`src/rtl/soc_trace_pkg.sv`:
```
// Shared constants for the SoC debug-trace UART: frame layout,
// record width and serializer state codes.
package soc_trace_pkg;

    localparam logic [7:0] SYNC_BYTE   = 8'hA5;
    localparam int         FRAME_BYTES = 13;
    localparam int         REC_W       = 96;

    localparam logic [2:0] S_IDLE  = 3'd0;
    localparam logic [2:0] S_LOAD  = 3'd1;
    localparam logic [2:0] S_START = 3'd2;
    localparam logic [2:0] S_DATA  = 3'd3;
    localparam logic [2:0] S_STOP  = 3'd4;

    // Byte idx of a frame: 0 is the sync byte, then the record MSB first.
    function automatic logic [7:0] frame_byte(
        input logic [REC_W-1:0] rec,
        input logic [3:0]       idx
    );
        logic [REC_W-1:0] sh;
        sh = rec >> (8 * (FRAME_BYTES - 1 - int'(idx)));
        return (idx == 4'd0) ? SYNC_BYTE : sh[7:0];
    endfunction

endpackage

```
`src/rtl/trace_fifo.sv`:
```
// Synchronous record FIFO with registered level, full and empty.
// Reset empties it; writes when full and reads when empty are ignored.
module trace_fifo
    import soc_trace_pkg::*;
#(
    parameter int DEPTH = 16,
    parameter int LVL_W = 5
) (
    input  logic             clk,
    input  logic             reset,
    input  logic             push,
    input  logic [REC_W-1:0] din,
    input  logic             pop,
    output logic [REC_W-1:0] dout,
    output logic [LVL_W-1:0] level,
    output logic             full,
    output logic             empty
);

    localparam int AW = $clog2(DEPTH);

    logic [REC_W-1:0] mem [DEPTH];
    logic [AW-1:0]    wr_ptr;
    logic [AW-1:0]    rd_ptr;
    logic             do_push;
    logic             do_pop;

    assign do_push = push && !full;
    assign do_pop  = pop && !empty;
    assign dout    = mem[rd_ptr];

    always_ff @(posedge clk) begin
        if (do_push) begin
            mem[wr_ptr] <= din;
        end
    end

    always_ff @(posedge clk) begin
        if (reset) begin
            wr_ptr <= '0;
            rd_ptr <= '0;
            level  <= '0;
            full   <= 1'b0;
            empty  <= 1'b1;
        end else begin
            if (do_push) wr_ptr <= wr_ptr + 1'b1;
            if (do_pop)  rd_ptr <= rd_ptr + 1'b1;
            if (do_push && !do_pop) begin
                level <= level + 1'b1;
                full  <= (level == LVL_W'(DEPTH - 1));
                empty <= 1'b0;
            end else if (do_pop && !do_push) begin
                level <= level - 1'b1;
                full  <= 1'b0;
                empty <= (level == LVL_W'(1));
            end
        end
    end

endmodule

```
`src/rtl/soc_trace_uart.sv`:
```
// Captures changes of the SoC debug triple into a FIFO and streams
// each record as a 13-byte 8N1 UART frame; never stalls the SoC.
module soc_trace_uart
    import soc_trace_pkg::*;
#(
    parameter int CLKS_PER_BIT = 868,
    parameter int FIFO_DEPTH   = 16,
    parameter int LVL_W        = 5
) (
    input  logic             clk,
    input  logic             reset,
    input  logic [31:0]      ram_addr,
    input  logic [31:0]      ram_data,
    input  logic [31:0]      cp0_exc_addr,
    input  logic             enable,
    output logic             uart_tx,
    output logic             busy,
    output logic [LVL_W-1:0] fifo_level,
    output logic [15:0]      drop_count
);

    localparam int CW = (CLKS_PER_BIT > 2) ? $clog2(CLKS_PER_BIT) : 1;

    logic [REC_W-1:0] triple;
    logic [REC_W-1:0] last;
    logic             first;
    logic             capture;
    logic             fifo_full;
    logic             fifo_empty;
    logic [REC_W-1:0] fifo_dout;
    logic             pop;
    logic [2:0]       state;
    logic [CW-1:0]    cnt;
    logic             tc;
    logic [2:0]       bit_idx;
    logic [3:0]       byte_idx;
    logic [REC_W-1:0] rec;
    logic [7:0]       shreg;

    assign triple  = {ram_addr, ram_data, cp0_exc_addr};
    assign capture = enable && (first || (triple != last));
    assign tc      = (cnt == CW'(CLKS_PER_BIT - 1));
    assign busy    = (state != S_IDLE) || !fifo_empty;

    assign pop = !fifo_empty &&
                 ((state == S_IDLE) ||
                  ((state == S_STOP) && tc &&
                   (byte_idx == 4'(FRAME_BYTES - 1))));

    trace_fifo #(
        .DEPTH (FIFO_DEPTH),
        .LVL_W (LVL_W)
    ) u_fifo (
        .clk   (clk),
        .reset (reset),
        .push  (capture),
        .din   (triple),
        .pop   (pop),
        .dout  (fifo_dout),
        .level (fifo_level),
        .full  (fifo_full),
        .empty (fifo_empty)
    );

    // last/first advance even when the push is dropped: no retry.
    always_ff @(posedge clk) begin
        if (reset) begin
            last       <= '0;
            first      <= 1'b1;
            drop_count <= '0;
        end else if (capture) begin
            last  <= triple;
            first <= 1'b0;
            if (fifo_full && drop_count != 16'hFFFF) begin
                drop_count <= drop_count + 16'd1;
            end
        end
    end

    always_ff @(posedge clk) begin
        if (reset || state == S_IDLE || state == S_LOAD || tc) begin
            cnt <= '0;
        end else begin
            cnt <= cnt + 1'b1;
        end
    end

    // The record is taken at pop time since the FIFO head moves on.
    always_ff @(posedge clk) begin
        if (reset) begin
            state    <= S_IDLE;
            uart_tx  <= 1'b1;
            bit_idx  <= '0;
            byte_idx <= '0;
            rec      <= '0;
            shreg    <= '0;
        end else begin
            unique case (state)
                S_IDLE: begin
                    uart_tx <= 1'b1;
                    if (!fifo_empty) begin
                        rec   <= fifo_dout;
                        state <= S_LOAD;
                    end
                end
                S_LOAD: begin
                    uart_tx  <= 1'b0;
                    byte_idx <= '0;
                    shreg    <= SYNC_BYTE;
                    state    <= S_START;
                end
                S_START: begin
                    if (tc) begin
                        uart_tx <= shreg[0];
                        shreg   <= shreg >> 1;
                        bit_idx <= '0;
                        state   <= S_DATA;
                    end
                end
                S_DATA: begin
                    if (tc) begin
                        if (bit_idx == 3'd7) begin
                            uart_tx <= 1'b1;
                            state   <= S_STOP;
                        end else begin
                            bit_idx <= bit_idx + 3'd1;
                            uart_tx <= shreg[0];
                            shreg   <= shreg >> 1;
                        end
                    end
                end
                S_STOP: begin
                    if (tc) begin
                        if (byte_idx != 4'(FRAME_BYTES - 1)) begin
                            byte_idx <= byte_idx + 4'd1;
                            shreg    <= frame_byte(rec, byte_idx + 4'd1);
                            uart_tx  <= 1'b0;
                            state    <= S_START;
                        end else if (!fifo_empty) begin
                            rec   <= fifo_dout;
                            state <= S_LOAD;
                        end else begin
                            state <= S_IDLE;
                        end
                    end
                end
                default: begin
                    uart_tx <= 1'b1;
                    state   <= S_IDLE;
                end
            endcase
        end
    end

endmodule

```
`config.mk`:
```
export PLATFORM = sky130hd
export DESIGN_NAME = soc_trace_uart
export DESIGN_NICKNAME = d
export VERILOG_FILES = /design/src/rtl/soc_trace_pkg.sv /design/src/rtl/trace_fifo.sv /design/src/rtl/soc_trace_uart.sv
export SDC_FILE = /design/constraint.sdc
export NUM_CORES = 2
export LEC_CHECK = 0
export BUFFER_PORTS_ARGS = -buffer_cell sky130_fd_sc_hd__buf_2
export CORE_MARGIN = 10
export CORE_UTILIZATION = 62
export DETAILED_ROUTE_END_ITERATION = 12
export PLACE_DENSITY = 0.79
export SLEW_MARGIN = 20
export SYNTH_ARGS = -nofsm -noshare
export SYNTH_HDL_FRONTEND = slang
export SYNTH_SLANG_ARGS = --single-unit
```
`constraint.sdc`:
```
create_clock -name clk -period 6.15 [get_ports clk]
set_input_delay 0.615 -clock clk [delete_from_list [all_inputs] [get_ports clk]]
set_output_delay 0.615 -clock clk [all_outputs]
set_load 0.005 [all_outputs]
```
Yosys cells after proc, flatten, opt, wreduce, memory -nomap -nowiden
Memory sizes are Yosys's and may differ from the RTL's. A register that Yosys moved wholly into a read port is not among the register bits.
Cells that the tools add are included.
{"block": "totals", "latchBits": 0, "ram_bits": 1536, "mem_count": 1, "register_bits": 253, "word_cells": 122, "mem_bits_ro": 0}
{"block": "op_classes", "reduce_logical": 34, "mul": 0, "div_mod_pow": 0, "eq_ne": 20, "bitwise": 0, "order_cmp": 0, "muxes": 42, "addsub": 9, "shifts": 1}
{"memory": "u_fifo.mem", "depth": 16, "width": 96, "read_ports": 1, "rd_ports_with_merged_regs": 1, "wr": 1, "line": "trace_fifo.sv:22", "text": "logic [REC_W-1:0] mem [DEPTH];"}
{"op": "96-bit two-way mux", "count": 3}
{"op": "96-bit case mux with 2 select lines", "count": 1}
{"op": "96-bit inequality test", "count": 1}
{"op": "96-bit by 32-bit right shift with 8-bit output", "count": 1}
{"op": "8-bit two-way mux", "count": 6}
{"op": "8-bit case mux with 4 select lines", "count": 1}
{"op": "3-bit two-way mux", "count": 8}
{"op": "16-bit by 1-bit adder with 16-bit output, second input constant", "count": 1}
{"op": "4-bit two-way mux", "count": 4}
{"op": "16-bit inequality test, second input constant", "count": 1}
{"op": "3-bit case mux with 5 select lines", "count": 1}
{"op": "2-bit inequality test, second input constant", "count": 7}
{"op": "4-bit by 1-bit adder with 4-bit output, second input constant", "count": 3}
{"op": "1-bit two-way mux", "count": 12}
{"op": "10-bit by 1-bit adder with 10-bit output, second input constant", "count": 1}
{"op": "10-bit equality test, second input constant", "count": 1}
{"op": "5-bit two-way mux", "count": 2}
{"op": "1-bit logical AND", "count": 9}
{"op": "4-bit case mux with 2 select lines", "count": 1}
{"op": "4-bit AND reduction", "count": 2}
{"op": "2-bit nonzero test", "count": 4}
{"op": "3-bit by 2-bit equality test with 1-bit output, second input constant", "count": 2}
{"op": "3-bit equality test, second input constant", "count": 2}
{"op": "1-bit logical OR", "count": 6}
{"op": "22 further kinds", "count": 26}

Logic depth before layout (Yosys ltp)
{"block": "logic_depth", "word_depth": 9, "mapped_depth": 14, "ltp_nobuf": 11}

Modules after synthesis
A second synthesis with hierarchy kept.
{"block": "hier_totals", "cells_unflattened": 3703, "hier_area_um2": 69272.7}
{"module": "trace_fifo", "area_each_um2": 58300.9, "cells_each": 2464, "instances": 1}
{"module": "soc_trace_uart", "area_each_um2": 10971.8, "cells_each": 1239, "instances": 1}

Worst setup path after synthesis
Ideal clock, no wire load.
{"block": "synth_path", "path_kind": "input port to flip-flop", "start": "input cp0_exc_addr[17]", "end": "memory u_fifo.mem[3][0] (enable)", "arrival_ns": 4.052, "slack_ns": 1.632, "cell_stages": 8, "n_path_buf": 1, "path_cell_list": "xor2_1 a2111oi_0 nand4_1 or4_1 o31ai_4 nor2_1 clkbuf_1 and3_1"}
{"block": "synth_between", "elab_chain_cells": 6}
{"element": "from (decl)", "line": "soc_trace_uart.sv:14", "text": "input logic [31:0] cp0_exc_addr,"}
{"element": "96-bit inequality test", "line": "soc_trace_uart.sv:41", "text": "assign capture = enable && (first || (triple != last));"}
{"element": "1-bit logical OR", "line": "soc_trace_uart.sv:41"}
{"element": "1-bit logical AND", "line": "soc_trace_uart.sv:41"}
{"element": "1-bit logical AND", "line": "trace_fifo.sv:28", "text": "assign do_push = push && !full;"}
{"element": "named net u_fifo.do_push", "line": "trace_fifo.sv:25", "text": "logic do_push;"}
{"element": "1-bit two-way mux", "line": "trace_fifo.sv:33", "text": "if (do_push) begin"}
{"element": "1-bit two-way mux (implied by the code)", "line": "trace_fifo.sv:34", "text": "mem[wr_ptr] <= din;"}
{"element": "to (decl)", "line": "trace_fifo.sv:22"}
The timed path passes the listed nets, and every way through them passes these cells.

Final worst setup path
{"block": "layout_path", "start": "register byte_idx[0]", "end": "register u_fifo.level[3]"}
{"block": "layout_between", "elab_chain_cells": 8}
{"element": "from (decl)", "line": "soc_trace_uart.sv:36", "text": "logic [3:0] byte_idx;"}
{"element": "from (signal assigned)", "line": "soc_trace_uart.sv:135", "text": "byte_idx <= byte_idx + 4'd1;"}
{"element": "4-bit equality test (*)", "line": "soc_trace_uart.sv:48", "text": "(byte_idx == 4'(FRAME_BYTES - 1))));"}
{"element": "1-bit logical AND (*)", "line": "soc_trace_uart.sv:47", "text": "((state == S_STOP) && tc &&"}
{"element": "1-bit logical OR (*)", "line": "soc_trace_uart.sv:46", "text": "((state == S_IDLE) ||"}
{"element": "1-bit logical AND (*)", "line": "soc_trace_uart.sv:45", "text": "assign pop = !fifo_empty &&"}
{"element": "1-bit logical AND (*)", "line": "trace_fifo.sv:29", "text": "assign do_pop = pop && !empty;"}
{"element": "1-bit zero test", "line": "trace_fifo.sv:48", "text": "if (do_push && !do_pop) begin"}
{"element": "1-bit logical AND", "line": "trace_fifo.sv:48"}
{"element": "5-bit two-way mux / 2-bit nonzero test (equally long branches)"}
{"element": "to (signal assigned)", "line": "trace_fifo.sv:49", "text": "level <= level + 1'b1;"}
{"element": "to (signal assigned)", "line": "trace_fifo.sv:53", "text": "level <= level - 1'b1;"}
{"element": "to (decl)", "line": "trace_fifo.sv:15", "text": "output logic [LVL_W-1:0] level,"}
Mark *: on every way between the ends. The rest lies on a longest branch, timed or not.
A chain may end at the register's enable or synchronous reset.

==> impl_results.md <==
- Layout area overhead: 12.0%
- Routed vias/inst: 6.74
- Setup ws final: 1.95 ns
- Initial Utilization: 62.5%
- Ratio of final minimum period to clock period: 68.3%
- Worst Reg2Reg Path Length in Cells: 12
- Count of non-filler cells in the finished layout: 5288
- Register area share after synthesis: 74.1%
- Largest net degree at the start of global routing: 120
- Hold EP: u_fifo.mem[8][23]
- Crit Path Category: reg -> reg
- Layout net count: 3758
- Most frequent cell after synthesis: edfxtp_1
- Setup bufs post-CTS: 0
- Status: completed
- Clock buffer count from CTS: 174
- Die ar.: 125000 sq um
- Post-Syn Area: 69200 sq um
- Port Buffers: 121
- Asr flop ratio synth: 0%
- Power per cell area: 372 nW/um^2
- Avg Inst Size Synth: 20.0 sq um
- DRC viols: 0
- Pre-CTS WS: 1.70 ns
- GPL Wtd Cong: 0.824
- Post-synth cell types: 54
- Max-slew headroom: 26.9%
- Setup TNS: 0 ns
- Type of origin of the critical path: flop
- DR pass1 iterations: 8
- Hold Crit Start: cp0_exc_addr[23]
- Clock Latency Late Sink: 0.79 ns
- Placed cells: 4955
- Clock transition at the registers of the reported paths: 0.07 ns
- Synth top cells by count: 1536 x edfxtp_1, 504 x mux4_2, 257 x dfxtp_1
- Slowest CP cell: clkinv_2
- CTS tree: built
- Die extent in x: 354 microns
- DRT Wirelength: 168000 microns
- Core area: 111000 sq um
- Reg-to-reg slack, setup: 1.95 ns
- First-pass GRT wire length: 248000 microns
- Setup violations, final: 0
- Initial antenna violation count: 20
- Max-Cap Viols: 0
- Clock Sink Count: 1793
- PostCTS Resize Cnt: 0
- Worst Path Max Fanout: 43
- Critical path origin: byte_idx[0]
- Crit path required time: 6.78 ns
- Row cnt: 122
- Period minus WS final: 4.20 ns
- Average wire per standard cell: 31.8 microns
- Vias after detailed routing: 35619
- R2r endpoint: u_fifo.level[3]
- Share of layout cells above drive strength 1: 26.4%
- Number of flops mapped to enable cells by yosys: 1536
- Final HPWL DP: 94400 microns
- CP endpoint kind: flop
- Grt ovf: 0
- Cell taking the most area after synthesis: edfxtp_1
- Worst hold path class: in -> reg
- Vias in the first global route: 35953
- Post-synth top area share: 66.6%
- Total GRT Usage: 27.0%
- Synth top area cells: edfxtp_1 67%, mux4_2 16%, dfxtp_1 7.4%
- Syn Nets: 3575
- Pleak: 0.0245 uW
- Ports: 122
- Max Slew Vio Count: 0
- Worst endpoint data arrival time: 4.83 ns
- Worst Clk Skew: 0.0363 ns
- Worst Tran Pin Value: 1.10 ns
- Final hold vios: 0
- Yosys Warn Count: 0
- Max IR drop VDD: 0.262 mV
- # hold bufs at CTS: 0
- CP max stage delay: 0.75 ns
- FF-to-FF Start: byte_idx[0]
- Root Buffer: clkbuf_16
- Cells after Synth: 3460
- CTS H-tree lvls: 4
- Top FF cell, synth: edfxtp_1
- Drt first-iter violations: 4762
- Deepest clock path buffer count: 3
- DIE HEIGHT: 354 microns
- Final core occ: 70.0%
- Detail Route Antenna Nets: 0
- Worst-path cell chain: buf_4 > inv_1 > ha_2 > and3_1 > nand2_1 > a2111oi_2 > clkinv_2 > ha_1 > or4_1 > a21oi_1 > xnor2_1 > nor2_1
- Synth Register Bits: 1793
- Worst hold stages: 1
- Fmax: 238 MHz
- RSZ-0062 raised after global routing: no
[logic make-up after synthesis]
logic type | count (synthesis) | share of synthesized area (%)
muxes | 622 | 18.1
DFF | 1793 | 74.1
buffers and inverters | 230 | 1.38
and+or+nand+nor | 516 | 3.37
xor gates and xnor gates | 89 | 1.14
adders and majority gates | 16 | 0.289
AOI/OAI and AO/OA | 194 | 1.64
[placed cells by master (no fill, tap or decap), drive strengths merged, types with 2 or more instances in the layout]
cell type,count
nor3,11
a21oi,131
a22o,2
dfxtp,257
or4,15
nand2,214
xor2,60
and4,7
or2,3
and3,20
nor3b,3
o22ai,12
nor4,16
mux2,9
o31ai,13
nand2b,4
clkinv,73
mux2i,109
buf,197
edfxtp,1536
diode,9
mux4,504
bufinv,9
xnor2,29
inv,46
clkinvlp,8
and4b,2
nand3,14
o21ai,11
o2bb2ai,3
nand4,18
or3,4
a211oi,4
ha,16
o221ai,2
clkbuf,228
a2111oi,10
nor2,156
nor2b,25
[worst max path at each step]
stage                       end  cells after the start
6_report        u_fifo.level[3]                     12
5_1_grt         u_fifo.level[3]                     12
4_1_cts         u_fifo.level[3]                     12
3_5_place_dp    u_fifo.level[3]                     14
3_3_place_gp    u_fifo.level[4]                     13
2_1_floorplan  u_fifo.mem[3][0]                      8
[through the flow]
stage / total power (uW) / cell area (sq um) / hold slack (ns)
floorplan: 17300 / 69200 / 0.427
global placement: 18500 / 71900 / 0.439
detailed placement: 18600 / 71900 / 0.445
CTS: 29000 / 77500 / 0.181
global route: 29700 / 77500 / 0.219
finish: 28800 / 77500 / 0.229
[cell type report]
| class | instances | area [sq um] |
|---|---|---|
| tap | 1488 | 1860 |
| clock inverter | 96 | 821 |
| multi-input combinational | 1437 | 17100 |
| inverter | 40 | 151 |
| sequential | 1793 | 51300 |
| timing repair buffer | 197 | 1560 |
| clock buffer | 228 | 4760 |
| antenna | 9 | 22.5 |
| fill | 6486 | 33300 |
[flip-flops by register name (all words and copies together), names as in the netlist, named ones only]
name and flops:
uart_tx 1, u_fifo.rd_ptr 4, u_fifo.empty 1, first 1, u_fifo.mem 1536, last 96
u_fifo.full 1, byte_idx 4, rec 96, state 3, drop_count 16, shreg 8
cnt 10, bit_idx 3, u_fifo.wr_ptr 4, u_fifo.level 5
[report_power, final]
group	leakage [uW]	internal, uW	switching, uW
registers	0.0160	13600	325
clock network	0.00274	5860	4530
logic	0.00579	2170	2370
[layer usage]
layer / track usage, % / part of all wire (%)
met2: 42.5 / 49
met3: 6.10 / 10
met1: 36.8 / 37
met4: 10.8 / 3.8
met5: 0 / 0.048
[worst max-delay path, delay by kind of cell, from the launching register on]
kind                       cells  cell delay (ns)
xor gates and xnor gates       1             0.14
DFF                            1             0.30
buffers and inverters          3             1.23
AOI/OAI and AO/OA              2             0.76
adders and majority gates      2             0.79
and+or+nand+nor                4             0.80
(Power assumes the default switching activity.)
